--- src/rtl/sint_eq_match_tracker_if.sv ---
// Handshake bundle for the signed-equality match tracker.
// eq_hist exists only when EQ_HISTORY_EN is defined.
interface sint_eq_match_tracker_if #(
    parameter int WIDTH = 3,
    parameter int RUN_W = 4
);
    logic signed [WIDTH-1:0] I0;
    logic signed [WIDTH-1:0] I1;
    logic                    in_valid;
    logic                    in_ready;
    logic                    out_valid;
    logic                    out_ready;
    logic                    out_eq;
    logic [RUN_W-1:0]        out_run;
    logic                    locked;
`ifdef EQ_HISTORY_EN
    logic [7:0]              eq_hist;
`endif

    modport master (
        output I0, I1, in_valid, out_ready,
        input  in_ready, out_valid, out_eq, out_run, locked
`ifdef EQ_HISTORY_EN
        , eq_hist
`endif
    );

    modport slave (
        input  I0, I1, in_valid, out_ready,
        output in_ready, out_valid, out_eq, out_run, locked
`ifdef EQ_HISTORY_EN
        , eq_hist
`endif
    );
endinterface

--- src/rtl/sint_eq_match_tracker.sv ---
// Registered equality stage with match run counter and lock FSM.
// Define EQ_HISTORY_EN to add the 8-bit eq_hist shift register.
module sint_eq_match_tracker #(
    parameter int WIDTH      = 3,
    parameter int RUN_W      = 4,
    parameter int LOCK_COUNT = 4,
    parameter int LOSS_COUNT = 2
) (
    input logic CLK,
    input logic ASYNCRESETN,
    sint_eq_match_tracker_if.slave bus
);
    localparam int MISS_W = $clog2(LOSS_COUNT + 1);
    localparam logic [RUN_W-1:0]  RUN_MAX = '1;
    localparam logic [RUN_W-1:0]  LOCK_V  = RUN_W'(LOCK_COUNT);
    localparam logic [MISS_W-1:0] LOSS_V  = MISS_W'(LOSS_COUNT);

    typedef enum logic {SEARCH, LOCKED} state_t;

    state_t            state_q, state_d;
    logic [RUN_W-1:0]  run_q, run_d;
    logic [MISS_W-1:0] miss_q, miss_d, miss_inc;
    logic              out_valid_q, out_eq_q;
    logic              eq, accept, pop;

    // Ready is forced low while reset is held so nothing is taken in.
    assign bus.in_ready = ASYNCRESETN & (~out_valid_q | bus.out_ready);
    assign accept = bus.in_valid & bus.in_ready;
    assign pop = out_valid_q & bus.out_ready;

    always_comb begin
        eq = (bus.I0 == bus.I1);
        run_d = '0;
        state_d = state_q;
        miss_d = miss_q;
        miss_inc = miss_q + 1'b1;
        if (eq)
            run_d = (run_q == RUN_MAX) ? run_q : run_q + 1'b1;
        unique case (state_q)
            SEARCH: begin
                if (eq && run_d >= LOCK_V) begin
                    state_d = LOCKED;
                    miss_d = '0;
                end
            end
            LOCKED: begin
                if (eq) begin
                    miss_d = '0;
                end else if (miss_inc == LOSS_V) begin
                    state_d = SEARCH;
                    miss_d = '0;
                end else begin
                    miss_d = miss_inc;
                end
            end
            default: state_d = SEARCH;
        endcase
    end

    always_ff @(posedge CLK or negedge ASYNCRESETN) begin
        if (!ASYNCRESETN) begin
            state_q <= SEARCH;
            run_q <= '0;
            miss_q <= '0;
            out_valid_q <= 1'b0;
            out_eq_q <= 1'b0;
        end else if (accept) begin
            state_q <= state_d;
            run_q <= run_d;
            miss_q <= miss_d;
            out_valid_q <= 1'b1;
            out_eq_q <= eq;
        end else if (pop) begin
            out_valid_q <= 1'b0;
        end
    end

    assign bus.out_valid = out_valid_q;
    assign bus.out_eq = out_eq_q;
    assign bus.out_run = run_q;
    assign bus.locked = (state_q == LOCKED);

`ifdef EQ_HISTORY_EN
    logic [7:0] hist_q;

    always_ff @(posedge CLK or negedge ASYNCRESETN) begin
        if (!ASYNCRESETN)
            hist_q <= '0;
        else if (accept)
            hist_q <= {hist_q[6:0], eq};
    end

    assign bus.eq_hist = hist_q;
`endif
endmodule
--- src/flat_wrapper.sv ---
// flat-port wrapper written by rule: the top's interface ports become plain ports
module sint_eq_match_tracker_flat 
#(
    parameter int WIDTH      = 3,
    parameter int RUN_W      = 4,
    parameter int LOCK_COUNT = 4,
    parameter int LOSS_COUNT = 2
)
  (CLK, ASYNCRESETN, bus_I0, bus_I1, bus_in_valid, bus_out_ready, bus_in_ready, bus_out_valid, bus_out_eq, bus_out_run, bus_locked);
  sint_eq_match_tracker_if #(.WIDTH(WIDTH), .RUN_W(RUN_W)) bus_i ();
  input logic CLK;
  input logic ASYNCRESETN;
  input wire logic [$bits(bus_i.I0)-1:0] bus_I0;
  input wire logic [$bits(bus_i.I1)-1:0] bus_I1;
  input wire logic [$bits(bus_i.in_valid)-1:0] bus_in_valid;
  input wire logic [$bits(bus_i.out_ready)-1:0] bus_out_ready;
  output wire logic [$bits(bus_i.in_ready)-1:0] bus_in_ready;
  output wire logic [$bits(bus_i.out_valid)-1:0] bus_out_valid;
  output wire logic [$bits(bus_i.out_eq)-1:0] bus_out_eq;
  output wire logic [$bits(bus_i.out_run)-1:0] bus_out_run;
  output wire logic [$bits(bus_i.locked)-1:0] bus_locked;
  assign bus_i.I0 = bus_I0;
  assign bus_i.I1 = bus_I1;
  assign bus_i.in_valid = bus_in_valid;
  assign bus_i.out_ready = bus_out_ready;
  assign bus_in_ready = bus_i.in_ready;
  assign bus_out_valid = bus_i.out_valid;
  assign bus_out_eq = bus_i.out_eq;
  assign bus_out_run = bus_i.out_run;
  assign bus_locked = bus_i.locked;
  sint_eq_match_tracker #(.WIDTH(WIDTH), .RUN_W(RUN_W), .LOCK_COUNT(LOCK_COUNT), .LOSS_COUNT(LOSS_COUNT)) u_core (.CLK(CLK), .ASYNCRESETN(ASYNCRESETN), .bus(bus_i));
endmodule
--- config.mk ---
export PLATFORM = sky130hd
export DESIGN_NAME = sint_eq_match_tracker_flat
export DESIGN_NICKNAME = d
export VERILOG_FILES = /design/src/rtl/sint_eq_match_tracker_if.sv /design/src/rtl/sint_eq_match_tracker.sv /design/src/flat_wrapper.sv
export SDC_FILE = /design/constraint.sdc
export NUM_CORES = 1
export LEC_CHECK = 0
export CAP_MARGIN = 20
export CORE_AREA = 2 2 39 41
export DETAILED_ROUTE_END_ITERATION = 7
export DIE_AREA = 0 0 41 43
export GPL_TIMING_DRIVEN = 0
export HOLD_SLACK_MARGIN = 0.15
export PLACE_DENSITY = 0.7
export REMOVE_ABC_BUFFERS = 1
export SLEW_MARGIN = 20
export SYNTH_ARGS = -nofsm -noshare
export SYNTH_HDL_FRONTEND = slang
export SYNTH_SLANG_ARGS = --single-unit
--- constraint.sdc ---
create_clock -name CLK -period 1.85 [get_ports CLK]
set_input_delay 0.37 -clock CLK [delete_from_list [all_inputs] [get_ports CLK]]
set_output_delay 0.37 -clock CLK [all_outputs]
set_load 0.01 [all_outputs]
==> results of run 1 <==
-- cell families after synthesis --
group,Yosys count,synth area share (%)
AND/OR/NAND/NOR,13,12.8
XOR/XNOR,3,5.19
buffers and inverters,5,3.95
adder cells (fa/ha/maj),1,2.47
AO/OA/AOI/OAI,21,31.1
flip-flops,9,44.4
-- sequential cells by signal (all words and copies together) (netlist names) --
name	cells
u_core.bus.locked	1
u_core.miss_q	2
u_core.bus.out_valid	1
u_core.bus.out_eq	1
u_core.bus.out_run	4
-- cell usage after synthesis (2+ instances only) --
library cell,n
nand3_1,3
dfrtp_1,9
o31ai_1,2
xnor2_1,3
inv_1,4
nor2_1,4
a21oi_1,4
a31oi_1,3
nand2_1,2
o21ai_1,2
a21o_1,2
-- per-stage QoR --
stage | hold WS (ns) | utilization, %
floorplan | 0.0744 | -
global placement | 0.462 | 50.0
detailed placement | 0.469 | 50.0
CTS | 0.483 | 53.2
global route | 0.537 | 53.2
finish | 0.477 | 53.2
-- routing by layer --
layer / wire [um] / part of all wire, %
met5: 0 / 0
met2: 519 / 46
met1: 538 / 48
met4: 8 / 0.71
met3: 54 / 4.8
-- power groups by stage --
stage,Sequential [mW],Combinational [mW],Clock [mW]
final,0.216,0.0889,0.154
after global routing,0.217,0.0978,0.173
after CTS,0.216,0.0900,0.156
after detailed placement,0.218,0.0875,0
after global placement,0.218,0.0863,0
after floorplan,0.221,0.0328,0
-- worst paths after layout --
check	endpoint	startpoint	cells past startpoint	slack, ns
worst min register to register	u_core.bus.out_eq$_DFFE_PN0P_	u_core.bus.out_eq$_DFFE_PN0P_	1	0.48
max in group asynchronous	u_core.bus.out_valid$_DFFE_PN0P_	ASYNCRESETN	2	0.82
worst max-delay path	bus_in_ready	bus_out_ready	4	0.14
min in group asynchronous	u_core.bus.out_run[2]$_DFFE_PN0P_	ASYNCRESETN	2	0.74
worst min-delay path	u_core.bus.out_eq$_DFFE_PN0P_	u_core.bus.out_eq$_DFFE_PN0P_	1	0.48
worst max register to register	u_core.miss_q[1]$_DFFE_PN0P_	u_core.bus.out_run[0]$_DFFE_PN0P_	5	0.38
-- what timing repair did --
item,CTS,global route
endpoints found under the setup margin,1,0
hold endpoints to repair,9,0
resized for setup,5,0
hold buffers,1,0
-- final cells by class --
class,instances,area [um^2]
clock buffers,4,26.3
fillers,132,648
inverters,4,15.0
multi-input cells,38,269
flip-flops and latches,9,225
well taps,16,20.0
repair buffers,18,180
==> summary.txt, run 1 <==
Clocking
  • Clk sinks: 9
  • Post CTS Setup Buffer Count: 0
  • H-tree lvl count: 1
  • Skew-Pair Late Insertion Delay: 0.26 ns
  • Worst-path clk slew: 0.06 ns
  • CTS buffer count: 3
  • CTS tree: built
  • Clk root buf: clkbuf_4
  • Maximum root-to-sink buffer count: 2

STA
  • Fmax: 0.584 GHz
  • Fin Setup TNS: 0 ns
  • Final worst setup slack: 0.139 ns
  • Final Cycle Share: 92.5%
  • Period minus WS final: 1.71 ns
  • Finish-stage setup viols: 0
  • Worst Skew: 0.00204 ns
  • Unrepaired setup endpoints after global routing: no
  • Least-Margin Pin Slew: 0.425 ns
  • Final Hold Fails: 0
  • Slew margin rel.: 71.6%
  • Pins over their slew limit: 0

Power
  • Net Switching: 0.119 mW
  • Combinational power share: 19.4%
  • Pwr/cell area: 623 mW/mm^2
  • Clk pwr share: 33.6%
  • Leakage: 0.348 nW
  • Sequential share of power: 47.0%
  • Switching share of power: 25.9%
  • Worst IR Drop VDD: 0.464 mV
  • Int Pwr: 0.340 mW
  • Total power: 0.459 mW

Detailed routing
  • DR vias/cell: 5.44
  • First-pass iteration count of the detailed router: 5
  • Wire per inst: 12.6 um
  • DRC: 0
  • Final WL: 1.12 mm
  • Routed Antenna Nets: 0
  • Routed vias: 484
  • Initial DRC Count: 8

Global routing
  • Largest net degree at the start of global routing: 10
  • Overflow after GRT: 0
  • Met2 Use GR: 23.4%
  • Initial antenna violation count: 0
  • Most used routing layer in global routing: met2
  • Grt met1 use: 22.9%
  • Met3 Resource Use GR: 5.24%
  • Vias in the first global route: 476
  • Total global-route track usage: 16.5%
  • First-pass GRT wire length: 2.00 mm

Synthesis
  • Synth Instances: 52
  • Yosys reg bits: 9
  • Ys Warns: 0
  • Post-synth top area cell: dfrtp_1
  • Largest cells by area after synthesis: dfrtp_1, xnor2_1, a21oi_1
  • Post-synth EDFFs: 0
  • Synth top area share: 44.4%
  • Yosys cell types: 25
  • Average cell area after synthesis: 9.74 um^2
  • Ys async rst share: 100%
  • Syn Std Cell Area: 507 um^2
  • Share of the yosys chip area belonging to registers: 44.4%
  • Main flop type after synthesis: dfrtp_1

Worst hold path
  • Worst hold path type: reg2reg

Setup path
  • CP Buf/Inv Count: 2
  • Worst Setup End Kind: output port
  • Largest stage delay, worst path: 0.40 ns
  • Critical Path AT: 1.34 ns
  • CP Data Required Time: 1.48 ns
  • Setup CP Type: in2out
  • Crit path max fanout: 5
  • Critical Path Start Type: input port
  • Slowest cell on the critical path: clkdlybuf4s50_1
  • CP top delay family: buffers and inverters
  • CP cell instances: clkdlybuf4s50_1, nand2b_4, and2_1, dlygate4sd2_1

Layout
  • Commonest non-fill, non-tap cell in the layout: clkdlybuf4s50_1
  • Final Net Count: 85
  • Post-Layout Cell Count: 89
  • Layout cells sized above 1: 9.59%
  • ANT cells: 0
  • Area Overhead vs Synth: 45.2%
  • Final Cell Area: 736 um^2
  • Commonest non-fill, non-tap cells in the layout: clkdlybuf4s50_1, dfrtp_1, inv_1, nor2_1, a21oi_1

Floorplanning
  • Ports: 18
  • Die Y-Extent: 43 um
  • CORE AREA: 0.00138 mm^2
  • Width of the die: 41 um
  • Die Area: 0.00176 mm^2
  • Initial Util: 36.6%
  • Rows: 14

Place
  • Dpl ws: -0.457 ns
  • DPL Wire Length: 796 um
  • I/O Buffers: 17
  • Post-Place Cells: 84
  • Routability Congestion: 0.714
  • Dpl cell area: 692 um^2

Run status
  • Status: completed

Run
  • Max_cap viols: 0
Power figures use the tool's default switching activity.
==> run 2: changes to the inputs <==
Clock period 1.85 ns to 1.9 ns, I/O delays scaled along.
==> results of run 2 <==
Same layout as run 1 (identical final DEF). Status: completed.
Main changes from that run: setup slack after placement -0.457 ns -> -0.427 ns; setup slack after layout 0.139 ns -> 0.169 ns; register-to-register setup slack 0.38 ns -> 0.43 ns; total power 0.459 mW -> 0.447 mW; worst IR drop on VDD 0.464 mV -> 0.451 mV
